==> config.mk <==
export PLATFORM = sky130hd
export DESIGN_NAME = xtea_avalon_engine_flat
export DESIGN_NICKNAME = d
export VERILOG_FILES = /design/src/rtl/xtea_avalon_engine_if.sv /design/src/rtl/xtea_avalon_engine.sv /design/src/flat_wrapper.sv
export SDC_FILE = /design/constraint.sdc
export NUM_CORES = 2
export LEC_CHECK = 0
export BUFFER_PORTS_ARGS = -buffer_cell sky130_fd_sc_hd__clkbuf_2
export CORE_ASPECT_RATIO = 2
export CORE_MARGIN = 10
export CORE_UTILIZATION = 45
export DETAILED_ROUTE_END_ITERATION = 7
export SLEW_MARGIN = 10
export SYNTH_ARGS = -nofsm -noshare
export SYNTH_HDL_FRONTEND = slang
export SYNTH_SLANG_ARGS = --single-unit
==> constraint.sdc <==
create_clock -name clk -period 10.3 [get_ports clk]
set_input_delay 0.515 -clock clk [delete_from_list [all_inputs] [get_ports clk]]
set_output_delay 0.515 -clock clk [all_outputs]
set_load 0.02 [all_outputs]
==> src/rtl/xtea_avalon_engine_if.sv <==
// ============================================================================
// Module : xtea_avalon_engine_if
// Avalon-MM slave bus bundle for the XTEA accelerator.
// Rev    : 1.0  initial release
// ============================================================================
`default_nettype none

interface xtea_avalon_engine_if;
  logic        address;
  logic        write;
  logic [31:0] writedata;
  logic        read;
  logic [31:0] readdata;
  logic        waitrequest;

  modport master (
    output address, write, writedata, read,
    input  readdata, waitrequest
  );

  modport slave (
    input  address, write, writedata, read,
    output readdata, waitrequest
  );
endinterface

`default_nettype wire

==> src/rtl/xtea_avalon_engine.sv <==
// ============================================================================
// Module : xtea_avalon_engine
// Avalon-MM XTEA coprocessor: two 64-bit ECB lanes, one full cycle per clock.
// Rev    : 1.0  initial release
// ============================================================================
`default_nettype none

module xtea_avalon_engine (
  input logic                 clk,
  input logic                 reset,
  xtea_avalon_engine_if.slave bus
);

  localparam logic [31:0] DELTA  = 32'h9E3779B9;
  localparam int          CYCLES = 32;
  localparam logic [4:0]  LAST   = 5'(CYCLES - 1);

  logic [31:0] r_din  [4];
  logic [31:0] r_key  [4];
  logic [31:0] r_dout [4];
  logic [2:0]  r_wp;
  logic [1:0]  r_rp;
  logic        r_busy;
  logic        r_done;
  logic [4:0]  r_round;
  logic [31:0] r_sum;

  logic [31:0] w_sum_next;
  logic [31:0] w_a0, w_a1, w_b0, w_b1;
  logic        w_wr_ok;
  logic        w_rd_ok;

  function automatic logic [31:0] mix(input logic [31:0] v);
    return ((v << 4) ^ (v >> 5)) + v;
  endfunction

  // Both lanes share sum and key; v1 uses the freshly updated v0 and sum.
  always_comb begin
    w_sum_next = r_sum + DELTA;
    w_a0 = r_din[0] + (mix(r_din[1]) ^ (r_sum + r_key[r_sum[1:0]]));
    w_a1 = r_din[1] + (mix(w_a0) ^ (w_sum_next + r_key[w_sum_next[12:11]]));
    w_b0 = r_din[2] + (mix(r_din[3]) ^ (r_sum + r_key[r_sum[1:0]]));
    w_b1 = r_din[3] + (mix(w_b0) ^ (w_sum_next + r_key[w_sum_next[12:11]]));
  end

  assign w_wr_ok = bus.write && !r_busy;
  assign w_rd_ok = bus.read && !bus.write && bus.address && r_done;

  always_comb begin
    bus.waitrequest = 1'b0;
    bus.readdata    = '0;
    if (bus.write) begin
      bus.waitrequest = r_busy;
    end else if (bus.read) begin
      if (!bus.address)
        bus.readdata = {27'b0, r_wp, r_done, r_busy};
      else if (r_done)
        bus.readdata = r_dout[r_rp];
      else
        bus.waitrequest = 1'b1;
    end
  end

  always_ff @(posedge clk or negedge reset) begin
    if (!reset) begin
      for (int i = 0; i < 4; i++) begin
        r_din[i]  <= '0;
        r_key[i]  <= '0;
        r_dout[i] <= '0;
      end
      r_wp    <= '0;
      r_rp    <= '0;
      r_busy  <= 1'b0;
      r_done  <= 1'b0;
      r_round <= '0;
      r_sum   <= '0;
    end else begin
      // Rounds run in place on the data slots; the result is latched on the last one.
      if (r_busy) begin
        r_din[0] <= w_a0;
        r_din[1] <= w_a1;
        r_din[2] <= w_b0;
        r_din[3] <= w_b1;
        r_sum    <= w_sum_next;
        r_round  <= r_round + 5'd1;
        if (r_round == LAST) begin
          r_dout[0] <= w_a0;
          r_dout[1] <= w_a1;
          r_dout[2] <= w_b0;
          r_dout[3] <= w_b1;
          r_busy    <= 1'b0;
          r_done    <= 1'b1;
        end
      end

      if (w_wr_ok) begin
        if (bus.address) begin
          if (r_wp[2])
            r_key[r_wp[1:0]] <= bus.writedata;
          else
            r_din[r_wp[1:0]] <= bus.writedata;
          r_wp <= r_wp + 3'd1;
          if (r_wp == 3'd0) begin
            r_done <= 1'b0;
            r_rp   <= '0;
          end
          if (r_wp == 3'd7) begin
            r_busy  <= 1'b1;
            r_sum   <= '0;
            r_round <= '0;
          end
        end else if (bus.writedata[0]) begin
          r_wp   <= '0;
          r_rp   <= '0;
          r_done <= 1'b0;
        end
      end

      if (w_rd_ok)
        r_rp <= r_rp + 2'd1;
    end
  end

endmodule

`default_nettype wire

==> src/flat_wrapper.sv <==
// flat-port wrapper written by rule: the top's interface ports become plain ports
module xtea_avalon_engine_flat 
  (clk, reset, bus_address, bus_write, bus_writedata, bus_read, bus_readdata, bus_waitrequest);
  xtea_avalon_engine_if bus_i ();
  input logic clk;
  input logic reset;
  input wire logic [$bits(bus_i.address)-1:0] bus_address;
  input wire logic [$bits(bus_i.write)-1:0] bus_write;
  input wire logic [$bits(bus_i.writedata)-1:0] bus_writedata;
  input wire logic [$bits(bus_i.read)-1:0] bus_read;
  output wire logic [$bits(bus_i.readdata)-1:0] bus_readdata;
  output wire logic [$bits(bus_i.waitrequest)-1:0] bus_waitrequest;
  assign bus_i.address = bus_address;
  assign bus_i.write = bus_write;
  assign bus_i.writedata = bus_writedata;
  assign bus_i.read = bus_read;
  assign bus_readdata = bus_i.readdata;
  assign bus_waitrequest = bus_i.waitrequest;
  xtea_avalon_engine u_core (.clk(clk), .reset(reset), .bus(bus_i));
endmodule
; ---- Word-level counts from Yosys, hierarchy flattened
; Index checks and enable logic that the tools add are counted.
[totals]
reg_bits = 428
in_bits = 37
output_inout_bits = 33
wordCells = 118
[op_classes]
add_sub_neg = 14
n_lt_le_gt_ge = 5
eq_ne = 3
muxes = 51
n_bitwise = 12
n_reduce_logical = 15
[op_table]
columns = operator, n
row1 = 128-bit 2-to-1 mux, 4
row2 = 32-bit 2-to-1 mux, 15
row3 = 32-bit adder, 10
row4 = 128-bit bitwise mux, 2
row5 = 32-bit binary-select mux with 2-bit select, 3
row6 = 32-bit by 27-bit bitwise XOR with 32-bit output, 4
row7 = 32-bit bitwise XOR, 4
row8 = 32-bit demux with 2-bit select, 1
row9 = "32-bit adder, second input constant", 1
row10 = 5-bit 2-to-1 mux, 4
row11 = 1-bit 2-to-1 mux, 15
row12 = "3-bit greater-or-equal comparator, second input constant", 4
row13 = 2-bit NOT with 3-bit output, 4
row14 = 2-bit 2-to-1 mux, 5
row15 = 3-bit 2-to-1 mux, 2
row16 = 3-bit AND reduction, 2
row17 = "5-bit by 1-bit adder with 5-bit output, second input constant", 1
row18 = "5-bit equality test, second input constant", 1
row19 = 1-bit logical AND, 5
row20 = 2-bit AND reduction, 2
row21 = 2-bit nonzero test, 2
row22 = "3-bit by 1-bit adder with 3-bit output, second input constant", 1
row23 = "3-bit equality test, second input constant", 1
row24 = 3-bit zero test, 1
row25 = other kinds (5), 6

; ---- Longest topological paths before layout
[depth]
depth_word = 16
ltp_mapped = 50

; ---- Least setup slack after synthesis
; No wires, ideal clock.
[synth_path]
path_type = reg2reg
startpoint = register u_core.r_sum[0]
endpoint = register u_core.r_dout[95] (netlist bit)
setup_time_ps = 129
arrival_ps = 10225
required_time_ps = 10171
slack_ps = -55
stages_incl_launch_ff = 46
path_buffers = 2
synth_period_minus_slack_ps = 10355
path_cell_list = dfrtp_1 -> buf_4 -> buf_1 -> mux4_2 -> ha_1 -> fa_1 -> a21o_1 -> a21oi_1 -> o21bai_1 -> a2111oi_0 -> nor2_1 -> a21oi_1 -> nor2b_1 -> nor2_1 -> xnor2_1 -> xnor2_1 -> xor2_1 -> ha_1 -> (+10 left out) -> a21o_1 -> a21o_1 -> a21oi_1 -> o211ai_1 -> a221oi_1 -> o21ai_0 -> a21o_1 -> a211o_1 -> a21oi_1 -> xnor2_1 -> xnor2_1 -> ha_1 -> a21o_1 -> a221o_1 -> or4_1 -> o311ai_1 -> or4_1 -> nand3_1
[synth_between]
elab_chain_len = 11
word_cells_on_any_way = 17
cone_classes = 6 x add/sub / 6 x mux / 5 x bitwise
[synth_lines]
columns = element, line
row1 = start: declaration, xtea_avalon_engine.sv:26  ; logic [31:0] r_sum;
row2 = start signal: assignment, xtea_avalon_engine.sv:84  ; r_sum <= w_sum_next;
row3 = 2-bit NOT with 3-bit output (implied by the code), xtea_avalon_engine.sv:40  ; w_a0 = r_din[0] + (mix(r_din[1]) ^ (r_sum + r_key[r_sum[1:0]]));
row4 = 32-bit binary-select mux with 2-bit select, xtea_avalon_engine.sv:40
row5 = 32-bit 2-to-1 mux (implied by the code) (2 in a row), xtea_avalon_engine.sv:40
row6 = 32-bit adder (*), xtea_avalon_engine.sv:40
row7 = 32-bit bitwise XOR (*), xtea_avalon_engine.sv:40
row8 = 32-bit adder (*), xtea_avalon_engine.sv:40
row9 = net u_core.w_a0[17], xtea_avalon_engine.sv:29  ; logic [31:0] w_a0, w_a1, w_b0, w_b1;
row10 = 32-bit by 27-bit bitwise XOR with 32-bit output, xtea_avalon_engine.sv:34  ; return ((v << 4) ^ (v >> 5)) + v;
row11 = 32-bit adder (*), xtea_avalon_engine.sv:34
row12 = 32-bit bitwise XOR (*), xtea_avalon_engine.sv:41  ; w_a1 = r_din[1] + (mix(w_a0) ^ (w_sum_next + r_key[w_sum_next[12:11]]));
row13 = 32-bit adder (*), xtea_avalon_engine.sv:41
row14 = end: declaration, xtea_avalon_engine.sv:20  ; logic [31:0] r_dout [4];
; Mark *: on every way through the listed nets, which the timed path passes. The rest lies on a longest branch. The select of a mux whose other input is x is not followed.
; A chain may end at the register's enable or synchronous reset.

; ---- Worst setup path after layout
; Same ends and word-level chain as after synthesis.

==> results_dict.tcl <==
set metrics [dict create \
    synth.ff_latch_count 428 \
    regToRegEndpoint "u_core.r_dout[95]" \
    final-setup-viol-count 0 \
    syn2layout_area_growth_pct 15.4 \
    ioPinCount 70 \
    first_pass_iters 5 \
    grt.met3_usage_pct 2.21 \
    tritoncts_clock_tree "built" \
    synth_enable_flop_cells 0 \
    finClkSkew_ps 21.0 \
    fin_crit_share_pct 95.0 \
    numPortBuffers 69 \
    crit_type "register to register" \
    num_antenna_cells 0 \
    drt_first_iter_violations 2198 \
    timing.final.crit_period_ps 9790 \
    num-nets-final 4552 \
    ant_nets 0 \
    synth.yosys.seq_area_share_pct 29.1 \
    drv.max_cap_violation_count 0 \
    routed_wire_length_per_instance_um 26.2 \
    timing.max_slew.rel_slack_pct 15.7 \
    core.rowCount 148 \
    gpl_wtd_cong 1.03 \
    design.die.area_sq_um 94400 \
    met1_usage_pct 27.7 \
    filler_cell_count 7582 \
    ys_warn_count 0 \
    async_reset_ff_share_pct 100 \
    design.core.area_sq_um 81300 \
    worstSetupStartpointType "register" \
    fraction_of_final_layout_cells_sized_beyond_drive_strength_1_pct 21.4 \
    status "completed" \
    seqCellArea_sq_um 10700 \
    final_hold_viol_count 0 \
    vias 31100 \
    routed_via_density 5.92 \
    r2r_setup_slack_ps 510 \
    ctsHtreeMaxLevel 2 \
    path_max_fanout 16 \
    multiInputGateArea_sq_um 25700 \
    worstPathArrival_ps 10320 \
    global_route.peak_usage_layer "met2" \
    post-route-util_pct 52.3 \
    post-route-drc-count 0 \
    synth.net_count 4230 \
    grt_pass1_wl_mm 201 \
    clock_insertion_delay_worst_skew_ps 610 \
    totalWireLength_mm 138 \
    holdPathStages 3 \
    cts_root_buffer "clkbuf_16" \
    whs_ps 302 \
    inserted_clock_buffers 44 \
    worstHoldPathType "input port to register" \
    cts.clk_slew.worst_paths_ps 70 \
    netlist-cell-type-count 80 \
    die_height_um 425 \
    critical_path.most_common_cell "buf_4" \
    antenna_found_initial 2 \
    start_util_pct 45.3 \
    num_clock_sinks 428 \
    maxSlewViolCount 0 \
    timing_worst_slew_pin_value_ps 1270 \
    syn_inst_count 3846 \
    critical_path_max_stage_delay_ps 530 \
    max_clock_freq_mhz 102 \
    worst-endpoint-required_ps 10840 \
    grt_pass1_vias 31400 \
    largest_net_degree_at_the_start_of_global_routing 171 \
    holdPathEnd "u_core.r_wp[0]" \
    synthesis.area_per_instance_sq_um 9.58 \
    grt_use_total_pct 28.4 \
    synth_ff_type "dfrtp_1" \
    crit_slowest_cell "mux4_2" \
    worst_r2r_path_depth 47 \
    die-width_um 222 \
    rr_startpoint "u_core.r_sum[0]" \
    place_hpwl_mm 109 \
    global_route.overflow_total 0 \
    critPathCaptureType "register" \
    groute.layer.met2.usage_pct 48.7 \
    clock_tree.buffer_depth 3 \
    startpoint_of_the_most_critical_hold_path "bus_address" \
    netlist_area_sq_um 36900 \
]
stage by stage:
stage	TNS [ps]	worst slack (ps)	cell area, sq um	instances
after floorplan	0	225	36900	3846
after global placement	0	35.6	40500	5160
after detailed placement	0	17.7	40500	5160
after CTS	0	46.2	42100	5241
after global routing	-94.2	-55.3	42500	5252
final	0	514	42500	5252
synth_stat cells (all sizes together), types with 33 or more instances:
cell type,n,area (sq um)
a21o,152,1140
a21oi,303,1530
and2,42,263
buf,41,163
clkbuf,82,308
dfrtp,428,10700
ha,337,4220
inv,106,398
mux2,230,2590
mux2i,83,831
mux4,95,2140
nand2,323,1210
nand2b,50,313
nand3,56,280
nor2,197,742
nor3,33,165
o21ai,295,1490
o21bai,40,300
xnor2,338,2980
xor2,237,2080
logic make-up after synthesis:
group                    Yosys count  synth area share, %
buffers and inverters            230                 2.37
AO/OA/AOI/OAI                   1028                 17.3
flip-flops                       428                 29.1
AND/OR/NAND/NOR                  827                 10.3
adder cells (fa/ha/maj)          347                 12.0
multiplexers                     408                 15.1
XOR/XNOR                         578                 13.9
layer usage:
metal  share of wire, %  wire length [um]
met5             0.0094                13
met4                 14             19900
met3                3.0              4170
met2                 49             67500
met1                 33             46100
registers in the layout (all words and copies together) (netlist names):
name            count
u_core.r_busy       1
u_core.r_round      5
u_core.r_done       1
u_core.r_key      128
u_core.r_rp         2
u_core.r_dout     128
u_core.r_sum       32
u_core.r_din      128
u_core.r_wp         3
worst max-delay path by stage:
stage,startpoint,to,slack (ps)
finish,u_core.r_sum[0],u_core.r_dout[95],510
global route,u_core.r_sum[0],u_core.r_din[31],-60
CTS,u_core.r_sum[0],u_core.r_dout[95],50
detailed placement,u_core.r_sum[0],u_core.r_dout[95],20
global placement,u_core.r_sum[0],u_core.r_dout[95],40
floorplan,u_core.r_sum[0],u_core.r_dout[95],230
timing repair:
item / 4_1_cts / 5_1_grt
gates resized for setup: 3 / 82
setup endpoints to repair: 4 / 23
setup buffers: 0 / 10
hold endpoints to repair: 72 / 0
pin swaps: 0 / 32
hold buffers: 1 / 0
cloned: 0 / 1
area by class of cell:
cell class | instances | area share, %
Clock buffer | 62 | 3.03
Clock inverter | 18 | 0.518
Inverter | 107 | 0.944
Multi-Input combinational cell | 3188 | 60.3
Sequential cell | 428 | 25.2
Tap cell | 1050 | 3.09
Timing Repair Buffer | 399 | 6.88
critical path, delay by kind of cell, from the launching register on:
kind            cells  cell delay, ps
simple gates        8            1450
mux                 2             660
xor+xnor            6            1080
compound gates     19            3440
fa+ha+maj           4            1270
flops               1             400
buf+inv             8            1370
layout by cell type (no fill, tap or decap), types with 10 or more instances in the layout:
cell       count
dfrtp_1      424
ha_1         334
xnor2_1      322
buf_4        322
nand2_1      318
a21oi_1      292
o21ai_0      280
xor2_1       231
mux2_2       229
nor2_1       194
a21o_1       152
inv_1        106
mux4_2        95
mux2i_1       83
clkbuf_2      68
nand3_1       55
nand2b_1      50
clkbuf_16     46
o21bai_1      38
and2_1        38
nor2b_1       31
nor3_1        30
o21a_1        28
a211oi_1      24
nand4_1       23
a22oi_1       21
a31oi_1       19
and3_1        19
xnor2_2       15
or3_1         14
o211ai_1      13
a22o_1        13
nor4_1        12
o21ai_1       11
a211o_1       11
a21oi_2       10
o22ai_1       10
clkbuf_8      10
Power is not shown: default switching activity piles up to over one toggle a cycle in this logic, so the estimate is an artifact.
